$ cat src/rtl/sub_serial.sv
// Bit-serial unsigned subtractor: one full-subtractor cell walks the operands
// LSB first over WIDTH edges, with valid/ready handshakes on both sides.
module sub_serial #(
   parameter int WIDTH = 4
) (
   input  logic             clk,
   input  logic             rst_n,
   input  logic             in_valid,
   output logic             in_ready,
   input  logic [WIDTH-1:0] ina,
   input  logic [WIDTH-1:0] inb,
   input  logic             borrow_in,
   output logic             out_valid,
   input  logic             out_ready,
   output logic [WIDTH-1:0] diff_out,
   output logic             borrow_out,
   output logic             busy
);

   localparam int CW = (WIDTH > 1) ? $clog2(WIDTH) : 1;

   typedef enum logic [1:0] {IDLE, SHIFT, DONE} state_t;

   state_t           state, state_nx;
   logic [WIDTH-1:0] a_sh, b_sh;
   logic             br;
   logic [CW-1:0]    cnt;

   logic             a, b, d, br_nx, last, accept;
   logic [WIDTH-1:0] diff_nx;

   // Full-subtractor cell on the current LSBs.
   assign a      = a_sh[0];
   assign b      = b_sh[0];
   assign d      = a ^ b ^ br;
   assign br_nx  = (~a & b) | (~(a ^ b) & br);
   assign last   = (cnt == CW'(WIDTH - 1));
   assign accept = (state == IDLE) && in_valid;

   // Partial result holds the WIDTH-1 bits already produced; the final
   // bit joins them on the last shift edge.
   generate
      if (WIDTH == 1) begin : g_w1
         assign diff_nx = d;
      end else begin : g_wn
         logic [WIDTH-2:0] res_sh;
         assign diff_nx = {d, res_sh};
         always_ff @(posedge clk or negedge rst_n) begin
            if (!rst_n)
               res_sh <= '0;
            else if (state == SHIFT)
               res_sh <= diff_nx[WIDTH-1:1];
         end
      end
   endgenerate

   always_ff @(posedge clk or negedge rst_n) begin
      if (!rst_n)
         state <= IDLE;
      else
         state <= state_nx;
   end

   always_comb begin
      state_nx = state;
      case (state)
         IDLE:    if (in_valid)  state_nx = SHIFT;
         SHIFT:   if (last)      state_nx = DONE;
         DONE:    if (out_ready) state_nx = IDLE;
         default:                state_nx = IDLE;
      endcase
   end

   always_comb begin
      in_ready  = 1'b0;
      out_valid = 1'b0;
      busy      = 1'b0;
      case (state)
         IDLE:    in_ready  = 1'b1;
         SHIFT:   busy      = 1'b1;
         DONE: begin
            out_valid = 1'b1;
            busy      = 1'b1;
         end
         default: ;
      endcase
   end

   always_ff @(posedge clk or negedge rst_n) begin
      if (!rst_n) begin
         a_sh       <= '0;
         b_sh       <= '0;
         br         <= 1'b0;
         cnt        <= '0;
         diff_out   <= '0;
         borrow_out <= 1'b0;
      end else if (accept) begin
         a_sh <= ina;
         b_sh <= inb;
         br   <= borrow_in;
         cnt  <= '0;
      end else if (state == SHIFT) begin
         a_sh <= a_sh >> 1;
         b_sh <= b_sh >> 1;
         br   <= br_nx;
         // Counter parks at zero on the final edge rather than wrapping.
         if (last) begin
            cnt        <= '0;
            diff_out   <= diff_nx;
            borrow_out <= br_nx;
         end else begin
            cnt <= cnt + CW'(1);
         end
      end
   end

endmodule

$ cat config.mk
export PLATFORM = sky130hd
export DESIGN_NAME = sub_serial
export DESIGN_NICKNAME = d
export VERILOG_FILES = /design/src/rtl/sub_serial.sv
export SDC_FILE = /design/constraint.sdc
export NUM_CORES = 1
export LEC_CHECK = 0
export CAP_MARGIN = 40
export CORE_MARGIN = 3
export CORE_UTILIZATION = 40
export CTS_CLUSTER_DIAMETER = 120
export DETAILED_ROUTE_END_ITERATION = 16
export PLACE_DENSITY_LB_ADDON = 0.25
export SYNTH_ARGS = -nofsm -noshare
export SYNTH_HDL_FRONTEND = slang
export SYNTH_SLANG_ARGS = --single-unit
$ cat constraint.sdc
create_clock -name clk -period 1.65 [get_ports clk]
set_clock_uncertainty 0.15 [all_clocks]
set_input_delay 0.165 -clock clk [delete_from_list [all_inputs] [get_ports clk]]
set_output_delay 0.165 -clock clk [all_outputs]
set_load 0.05 [all_outputs]
## Word level (Yosys, flattened, before mapping)

Index checks and enable logic that the tools add are counted.

| cells by class | value |
|---|---|
| equal/unequal tests | 6 |
| add/subtract/negate cells | 1 |
| order comparisons | 0 |
| bitwise gates (word level) | 8 |
| div/mod/pow operators | 0 |
| shift operators | 0 |
| multiplexer cells | 16 |
| reduce and logical (&&, ||, !) cells | 6 |
| multipliers | 0 |

Operators with widths:

| cell | count |
|---|---|
| two-way mux 4 bit | 4 |
| two-way mux 2 bit | 6 |
| inequality test 2 bit (second input constant) | 3 |
| one-hot mux 2 bit (3 select lines) | 1 |
| AND reduction 3 bit | 2 |
| two-way mux 1 bit | 5 |
| equality test 2 bit (second input constant) | 2 |
| inverter 1 bit | 3 |
| adder 2 x 1 -> 2 bit (second input constant) | 1 |
| bitwise AND 1 bit | 2 |
| equality test 2 x 1 -> 1 bit (second input constant) | 1 |
| logical NOT 2 bit | 1 |
| nonzero test 2 bit | 1 |
| OR reduction 2 bit | 1 |
| XOR 1 bit | 2 |
| logical AND 1 bit | 1 |
| bitwise OR 1 bit | 1 |

| storage, ports and cells | value |
|---|---|
| input port bits | 13 |
| bits in registers | 21 |
| latch bits | 0 |
| word-level logic and storage cells | 45 |
| ROM bits | 0 |
| output and inout bits | 8 |
| memory bits (writable) | 0 |
| memories kept | 0 |

## Logic depth before layout (Yosys ltp)

Gate-level depths: netlist (run 1).

| depth | value |
|---|---|
| word-level depth | 6 |
| depth in mapped cells | 6 |
| mapped depth without buffers | 5 |

## Worst setup path after synthesis (run 1)

No wires, ideal clock.

| path | value |
|---|---|
| path type | register -> register |
| start point | reg state[0] |
| end point | reg borrow_out |
| clock period less this slack | 1.965 ns |
| buffers on the path | 1 |
| path slack | -0.315 ns |
| data required time | 1.405 ns |
| setup time | 0.095 ns |
| arrival | 1.720 ns |
| cell stages (with the launch flop) | 7 |
| path through | dfrtp_1 inv_1 ha_1 and2_1 clkbuf_1 o21ai_0 o31ai_1 |

| between the ends | value |
|---|---|
| cells in the longest elaborated chain, start to end | 4 |
| elaborated cells on any way between the ends | 5 |
| those cells by class | eq/ne: 1; bitwise: 1; reduce/logical: 3 |

RTL lines:

| what | line | RTL |
|---|---|---|
| start: declaration | 24 | `state_t state, state_nx;` |
| start signal: assignment | 61 | `state <= state_nx;` |
| logical NOT 2 bit | 38 | `assign accept = (state == IDLE) && in_valid;` |
| logical AND 1 bit | 38 |  |
| inverter 1 bit (no source line) | -- |  |
| AND reduction 3 bit (no source line) (*) | -- |  |
| end signal: assignment | 110 | `borrow_out <= br_nx;` |
| end: declaration | 16 | `output logic borrow_out,` |

Mark *: on every way between the ends. The rest lies on a longest branch, timed or not.
A chain may end at the register's enable or synchronous reset.

## Worst setup path in the final report (run 1)

| path | value |
|---|---|
| start point | reg state[1] |
| end point | reg state[0] |

| between the ends | value |
|---|---|
| cells in the longest elaborated chain, start to end | 3 |
| elaborated cells on any way between the ends | 8 |
| those cells by class | eq/ne: 5; mux: 1; reduce/logical: 2 |

RTL lines:

| what | line | RTL |
|---|---|---|
| equality test 2 x 1 -> 1 bit, or another cell as far along | 66 | `case (state)` |
| inequality test 2 bit (no source line) | -- |  |
| AND reduction 3 bit (no source line) | -- |  |

Parallel ways exist; a longest one is shown, timed or not.

==> results of run 1 <==
[sequential cells by signal, indices dropped and copies added, names as in the netlist]
signal,count
a_sh,4
borrow_out,1
state,2
diff_out,4
b_sh,4
br,1
g_wn.res_sh,3
cnt,2
[layout by cell type, fill, tap and decap left out]
master           count
a21oi_1              1
a222oi_1             1
and2_4               1
buf_12               3
buf_4               13
buf_6                2
buf_8                1
clkbuf_1             1
clkbuf_4             3
clkdlybuf4s50_1     12
dfrtp_1             20
dfrtp_2              1
fa_1                 1
ha_1                 3
ha_4                 3
inv_1                6
inv_2                1
inv_4                1
mux2_1               2
mux2_2               4
mux2_4               4
mux2i_1              8
nand2_1             11
nor2_1               2
nor2_4               1
nor3b_1              1
o21ai_0              1
o21ai_1              8
o31ai_1              1
[per-stage QoR]
stage / std cells / area (um2) / power [mW] / worst slack [ns] / hold slack [ns]
after detailed placement: 140 / 1338 / 2.621 / -0.1249 / 0.3329
after floorplan: 85 / 1023 / 2.042 / -0.05031 / -0.2806
after global routing: 145 / 1420 / 3.198 / -0.1419 / 0.06078
after global placement: 140 / 1338 / 2.576 / -0.08876 / 0.3204
after CTS: 145 / 1394 / 2.927 / -0.1007 / 0.05443
final: 145 / 1420 / 2.971 / -0.08912 / 0.04785
[power by group through the flow]
stage / Clock [mW] / Combinational (mW) / Sequential [mW]
finish: 0.237 / 1.82 / 0.917
global route: 0.278 / 1.96 / 0.958
CTS: 0.254 / 1.76 / 0.908
detailed placement: 0 / 1.71 / 0.914
global placement: 0 / 1.67 / 0.905
floorplan: 0 / 0.971 / 1.07
[routing by layer]
layer	vias up	GRT usage	wire, um
met4	0	0.03125	13
li1	348	-	-
met3	2	0.05336	91
met2	17	0.2095	916
met1	339	0.1615	843
met5	-	0	0
[cell type report]
type / count / area (um2) / area share
Clock buffer: 4 / 26.28 / 0.01850
Inverter: 8 / 32.53 / 0.02291
Multi-Input combinational cell: 53 / 484.2 / 0.3410
Sequential cell: 21 / 526.8 / 0.3709
Tap cell: 28 / 35.03 / 0.02467
Timing Repair Buffer: 31 / 315.3 / 0.2220
[timing repair]
action	CTS	global route
gates resized for setup	4	8
buffers inserted	1	0
pin swaps	1	1
endpoints found under the setup margin	8	12
endpoints found under the hold margin	0	0
[worst register-to-register path: cells and delay by family (launching register included)]
kind	cells	cell delay (ns)
AO/OA/AOI/OAI	1	0.41
flip-flops	1	0.43
adder cells (fa/ha/maj)	1	0.17
multiplexers	1	0.36
buffers and inverters	1	0.10
[worst paths after layout]
path,slack [ns],end,cells past startpoint,from
setup / recovery,-0.09,state[0],4,state[1]
hold / removal,0.05,diff_out[1],2,rst_n
setup reg to reg,-0.09,state[0],4,state[1]
hold reg to reg,0.37,g_wn.res_sh[0],1,g_wn.res_sh[0]
max in group asynchronous,1.07,state[0],2,rst_n
min in group clk,0.24,b_sh[1],3,inb[1]
[kinds of logic (layout without fill, tap and decap cells)]
kind of cell	after synthesis	in the layout
adder cells (fa/ha/maj)	7	7
AND/OR/NAND/NOR	16	16
buffers and inverters	11	43
AO/OA/AOI/OAI	12	12
flip-flops	21	21
multiplexers	18	18
==> out/metrics.yaml, run 1 <==
yosysTopAreaCellShare: 0.5296
combinationalPowerShare: 0.612
layout-drive-gt1-share: 0.3248
grt_max_degree: 22
totalWireLength_um: 1866
drc: 0
synth_top_flop_cell: "dfrtp_1"
criticalPathCategory: "flip-flop to flip-flop"
synth-warning-count: 0
crit_buf_inv: 1
max_slew.worst_pin.slew_ns: 0.4057
endpoint_kind: "flip-flop"
finalCritPeriodShare: 1.054
synthXorXnorAreaFrac: 0
synthAdderAreaFrac: 0.09584
clock_power_share: 0.080
netlist.top_cell.by_area: "dfrtp_1"
all_layer_gr_usage: 0.1299
cell_internal_pwr_mw: 1.764
cpLargestDelayFamily: "flip-flops"
cts_root_buf: "clkbuf_4"
drt-wirelength-per-cell_um: 12.87
seq_area_frac_synth: 0.5296
number_of_global_route_vias_before_repair: 717
synth_edf_count: 0
finalSetupViolations: 3
io-pin-count: 21
coreArea_um2: 2276
worstHoldPathType: "input pin to asynchronous set/reset pin"
worst_setup_slack_final_ns: -0.08912
async_reset_ff_frac: 1.000
die-area_um2: 3114
tritoncts: "yes"
f_max_mhz: 575.0
place_congestion: 0.6731
critPathMaxFanout: 3
critical_path_arrival_ns: 1.78
initial_antenna_violation_count: 0
setup_total_negative_slack_ns: -0.1746
period_minus_slack_ns: 1.739
synth.distinct_cells: 19
power.net_switching_mw: 1.207
slew-limit-headroom: 0.7295
synth_seq_cells: 21
drv_cap: 0
initial_utilization: 0.4360
yosys.cell_count.top_type: "dfrtp_1"
drt-initial-drc-count: 20
row_count: 17
crit_path_max_cell_delay_ns: 0.43
post_synth_most_frequent_cells: "dfrtp_1, nand2_1, inv_1, mux2i_1, o21ai_1"
postSynthCellCount: 85
p_per_area_nw_per_um2: 2092
post-dp-hpwl_um: 1358
layout.nets: 138
yosys-top-cells-area: "dfrtp_1, mux2i_1, ha_1"
postSynthAreaPerCell_um2: 11.67
crit_path_top_delay_cell: "dfrtp_1"
synthesized_area_fraction_occupied_by_and_or_nand_nor_cells: 0.06936
p_seq_frac: 0.308
grt_setup_unrepaired: "true"
syn-cell-area_um2: 992.2
net_count_after_synthesis: 105
max-vdd-ir-drop_v: 0.001223
largest_family_of_logic_cells_by_synthesized_area: "multiplexers"
antenna_violating_nets_post_route: 0
complex_gate_fraction_of_the_synthesized_area: 0.06810
htree_levels: 1
area.growth.synth_to_final_pct: 43.13
worstPathRequired_ns: 1.69
die_width_um: 55.81
detail_route.first_pass.iterations: 6
die_y_um: 55.81
finalHoldViolations: 0
finalMaxSlewViolations: 0
yosys-mux-area-fraction: 0.1942
clk_transition_reported_paths_ns: 0.11
status: "complete, but fails checks"
route.detailed.vias_per_inst: 4.869
final_core_util: 0.6240
vias: 706
global_route.overflow_total: 0
diodes: 0
io_buffer_count: 20
critPathLaunchType: "flip-flop"
ctsLongestPathBuffers: 2
wire_length_of_the_first_global_routing_pass_um: 3194
clock-sinks: 21
clock_latency_ns: 0.29
worstPathCellList: "inv_2 -> ha_4 -> a222oi_1 -> mux2_1"
cts_made_buffers: 3
hold_buffers: 0
violations: "negative setup slack"
nFillCells: 194
power.static_leakage_nw: 0.6509
power.switching_fraction: 0.4063
No activity file was read; power rests on OpenSTA's default activity.
==> run 2: changes to the inputs <==
==> constraint.sdc (replaced) <==
create_clock -name clk -period 1.5 [get_ports clk]
set_clock_uncertainty 0.15 [all_clocks]
set_input_delay 0.15 -clock clk [delete_from_list [all_inputs] [get_ports clk]]
set_output_delay 0.15 -clock clk [all_outputs]
set_load 0.05 [all_outputs]
==> run 2 against run 1 <==
- the flow still finishes with violations (negative setup slack)
- register-to-register slack got worse by 0.12 ns
- utilization rose by 9.3 points
- sequential share of layout area is 4.7 points lower
- routed wire length grew 13%
- clock power is 19% higher
- maximum frequency grew 1.9%
- via count rose by 7.4%
- combinational power increased by 40%
- highest routed layer unchanged
==> out/metrics.yaml, run 2 (synthesized netlist as in run 1, its figures left out) <==
finalMaxSlewViolations: 0  # unchanged
hold_buffers: 0  # unchanged
tritoncts: "yes"
critPathMaxFanout: 3  # unchanged
violations: "negative setup slack"
clock_latency_ns: 0.31  # +0.02 ns
power.static_leakage_nw: 0.7595  # +17%
antenna_violating_nets_post_route: 0  # unchanged
grt_setup_unrepaired: "true"
worstPathRequired_ns: 1.55  # -0.14 ns
vias: 758  # +7.4%
number_of_global_route_vias_before_repair: 833  # +16%
cts_root_buf: "clkbuf_4"
row_count: 17  # unchanged
cell_internal_pwr_mw: 2.370  # +34%
slew-limit-headroom: 0.8138  # +0.08432
period_minus_slack_ns: 1.706  # -0.03290 ns
wire_length_of_the_first_global_routing_pass_um: 3643  # +14%
worstHoldPathType: "input pin to asynchronous set/reset pin"
die-area_um2: 3114  # unchanged
drv_cap: 0  # unchanged
detail_route.first_pass.iterations: 4  # -2
worst_setup_slack_final_ns: -0.2062  # -0.1171 ns
layout_commonest_cell: "dfrtp_1"
f_max_mhz: 586.1  # +1.9%
io-pin-count: 21  # unchanged
crit_path_max_cell_delay_ns: 0.47  # +0.04 ns
post-dp-hpwl_um: 1587  # +17%
power.net_switching_mw: 1.514  # +25%
die_y_um: 55.81  # unchanged
finalHoldWorstSlack_ns: 0.01992  # -0.02793 ns
p_seq_frac: 0.274  # -0.034
diodes: 0  # unchanged
totalWireLength_um: 2103  # +13%
max_slew.worst_pin.slew_ns: 0.2793  # -0.1265 ns
global_route.overflow_total: 0  # unchanged
setup_total_negative_slack_ns: -1.711  # -1.537 ns
worstPathCellList: "ha_4 -> a222oi_1 -> buf_4 -> mux2_4"
placed_area_um2: 1480  # +11%
area.growth.synth_to_final_pct: 64.44
initial_utilization: 0.4360  # unchanged
cts_made_buffers: 3  # unchanged
grt_max_degree: 22  # unchanged
drt-initial-drc-count: 14  # -30%
ctsLongestPathBuffers: 2  # unchanged
endpoint_kind: "flip-flop"
coreArea_um2: 2276  # unchanged
p_per_area_nw_per_um2: 2380  # +14%
register_area_um2: 528.0  # +0.24%
route.detailed.vias_per_inst: 4.859  # -0.21%
finalCritPeriodShare: 1.137  # +0.08347
top_regs: "a_sh: 4 flops, b_sh: 4 flops, diff_out: 4 flops"
max-vdd-ir-drop_v: 0.001833  # +50%
crit_buf_inv: 1  # unchanged
io_buffer_count: 20  # unchanged
most-common-layout-cells: "dfrtp_1, clkdlybuf4s50_1, buf_4, nand2_1"
layout-drive-gt1-share: 0.4531  # +0.1283
critPathLaunchType: "flip-flop"
clk_transition_reported_paths_ns: 0.12  # about the same
criticalPathCategory: "flip-flop to flip-flop"
die_width_um: 55.81  # unchanged
cpLargestDelayFamily: "flip-flops"
drc: 0  # unchanged
area_of_the_multi_input_gates_um2: 513.0  # +5.9%
clock_power_share: 0.072  # -0.008
place_congestion: 0.6702  # -0.43%
layout.nets: 149  # +8.0%
nFillCells: 157  # -19%
htree_levels: 1  # unchanged
combinationalPowerShare: 0.654  # +0.042
power.switching_fraction: 0.3897  # -0.01656
critical_path_arrival_ns: 1.76  # -0.02 ns
initial_antenna_violation_count: 0  # unchanged
clock-sinks: 21  # unchanged
finalHoldViolations: 0  # unchanged
drt-wirelength-per-cell_um: 13.48  # +4.8%
crit_path_top_delay_cell: "dfrtp_2"
all_layer_gr_usage: 0.1444  # +0.01451
status: "complete, but fails checks"
finalInstanceArea_um2: 1632  # +15%
finalSetupViolations: 20  # +17
[run 2: cell types whose count changed in the layout (fill, tap and decap cells not counted), moves of 2 or more]
cell / change
mux2_4: +3
nand2_1: -2
buf_12: +5
buf_6: +6
inv_4: +2
mux2_1: -2
[run 2: per-stage QoR]
stage / util / power [mW] / setup slack [ns] / instances
detailed placement: 0.6504 / 3.257 / -0.3252 / 148
global route: 0.7169 / 4.121 / -0.2875 / 156
global placement: 0.6504 / 3.167 / -0.2062 / 148
finish: 0.7169 / 3.884 / -0.2062 / 156
CTS: 0.7026 / 3.829 / -0.2352 / 154
floorplan: - / 2.301 / -0.2003 / 85
[run 2: final timing paths]
kind | from | to | slack (ns) | cells after the start
max in group asynchronous | rst_n | state[0] | 0.94 | 2
min in group clk | ina[1] | a_sh[1] | 0.21 | 3
worst max-delay path | state[0] | state[0] | -0.21 | 4
worst min-delay path | rst_n | diff_out[3] | 0.02 | 2
worst max register to register | state[0] | state[0] | -0.21 | 4
worst min register to register | b_sh[3] | b_sh[3] | 0.38 | 2
[run 2: power groups by stage]
| stage | Combinational, mW | Clock [mW] | Sequential (mW) |
|---|---|---|---|
| 3_3_place_gp | 2.13 | 0 | 1.03 |
| 6_report | 2.54 | 0.281 | 1.06 |
| 4_1_cts | 2.48 | 0.289 | 1.06 |
| 2_1_floorplan | 1.12 | 0 | 1.18 |
| 5_1_grt | 2.71 | 0.315 | 1.10 |
| 3_5_place_dp | 2.20 | 0 | 1.05 |
[run 2: area by class of cell]
| class | count | share of cell area |
|---|---|---|
| flip-flops and latches | 21 | 0.3236 |
| multi-input cells | 53 | 0.3144 |
| repair buffers | 42 | 0.3006 |
| inverters | 8 | 0.02301 |
| well taps | 28 | 0.02147 |
| clock buffers | 3 | 0.01380 |
| clock inverters | 1 | 0.003067 |
[run 2: per-layer routing]
metal / wire (um) / up-vias / GRT usage / part of all wire
li1: - / 372 / - / -
met4: 30 / 0 / 0.06250 / 0.014
met3: 55 / 3 / 0.02320 / 0.026
met2: 1098 / 14 / 0.2551 / 0.52
met1: 919 / 369 / 0.1713 / 0.44
met5: 0 / - / 0 / 0
[run 2: worst register-to-register path, stage by stage (launching register included)]
cell	delay, ns
dfrtp_2	0.47
ha_4	0.18
a222oi_1	0.31
buf_4	0.19
mux2_4	0.30
[run 2: what timing repair did]
action                                  CTS  global route
gates resized for setup                  22             8
endpoints found under the setup margin   24            24
setup buffers                             2             4
pin swaps                                 3             7
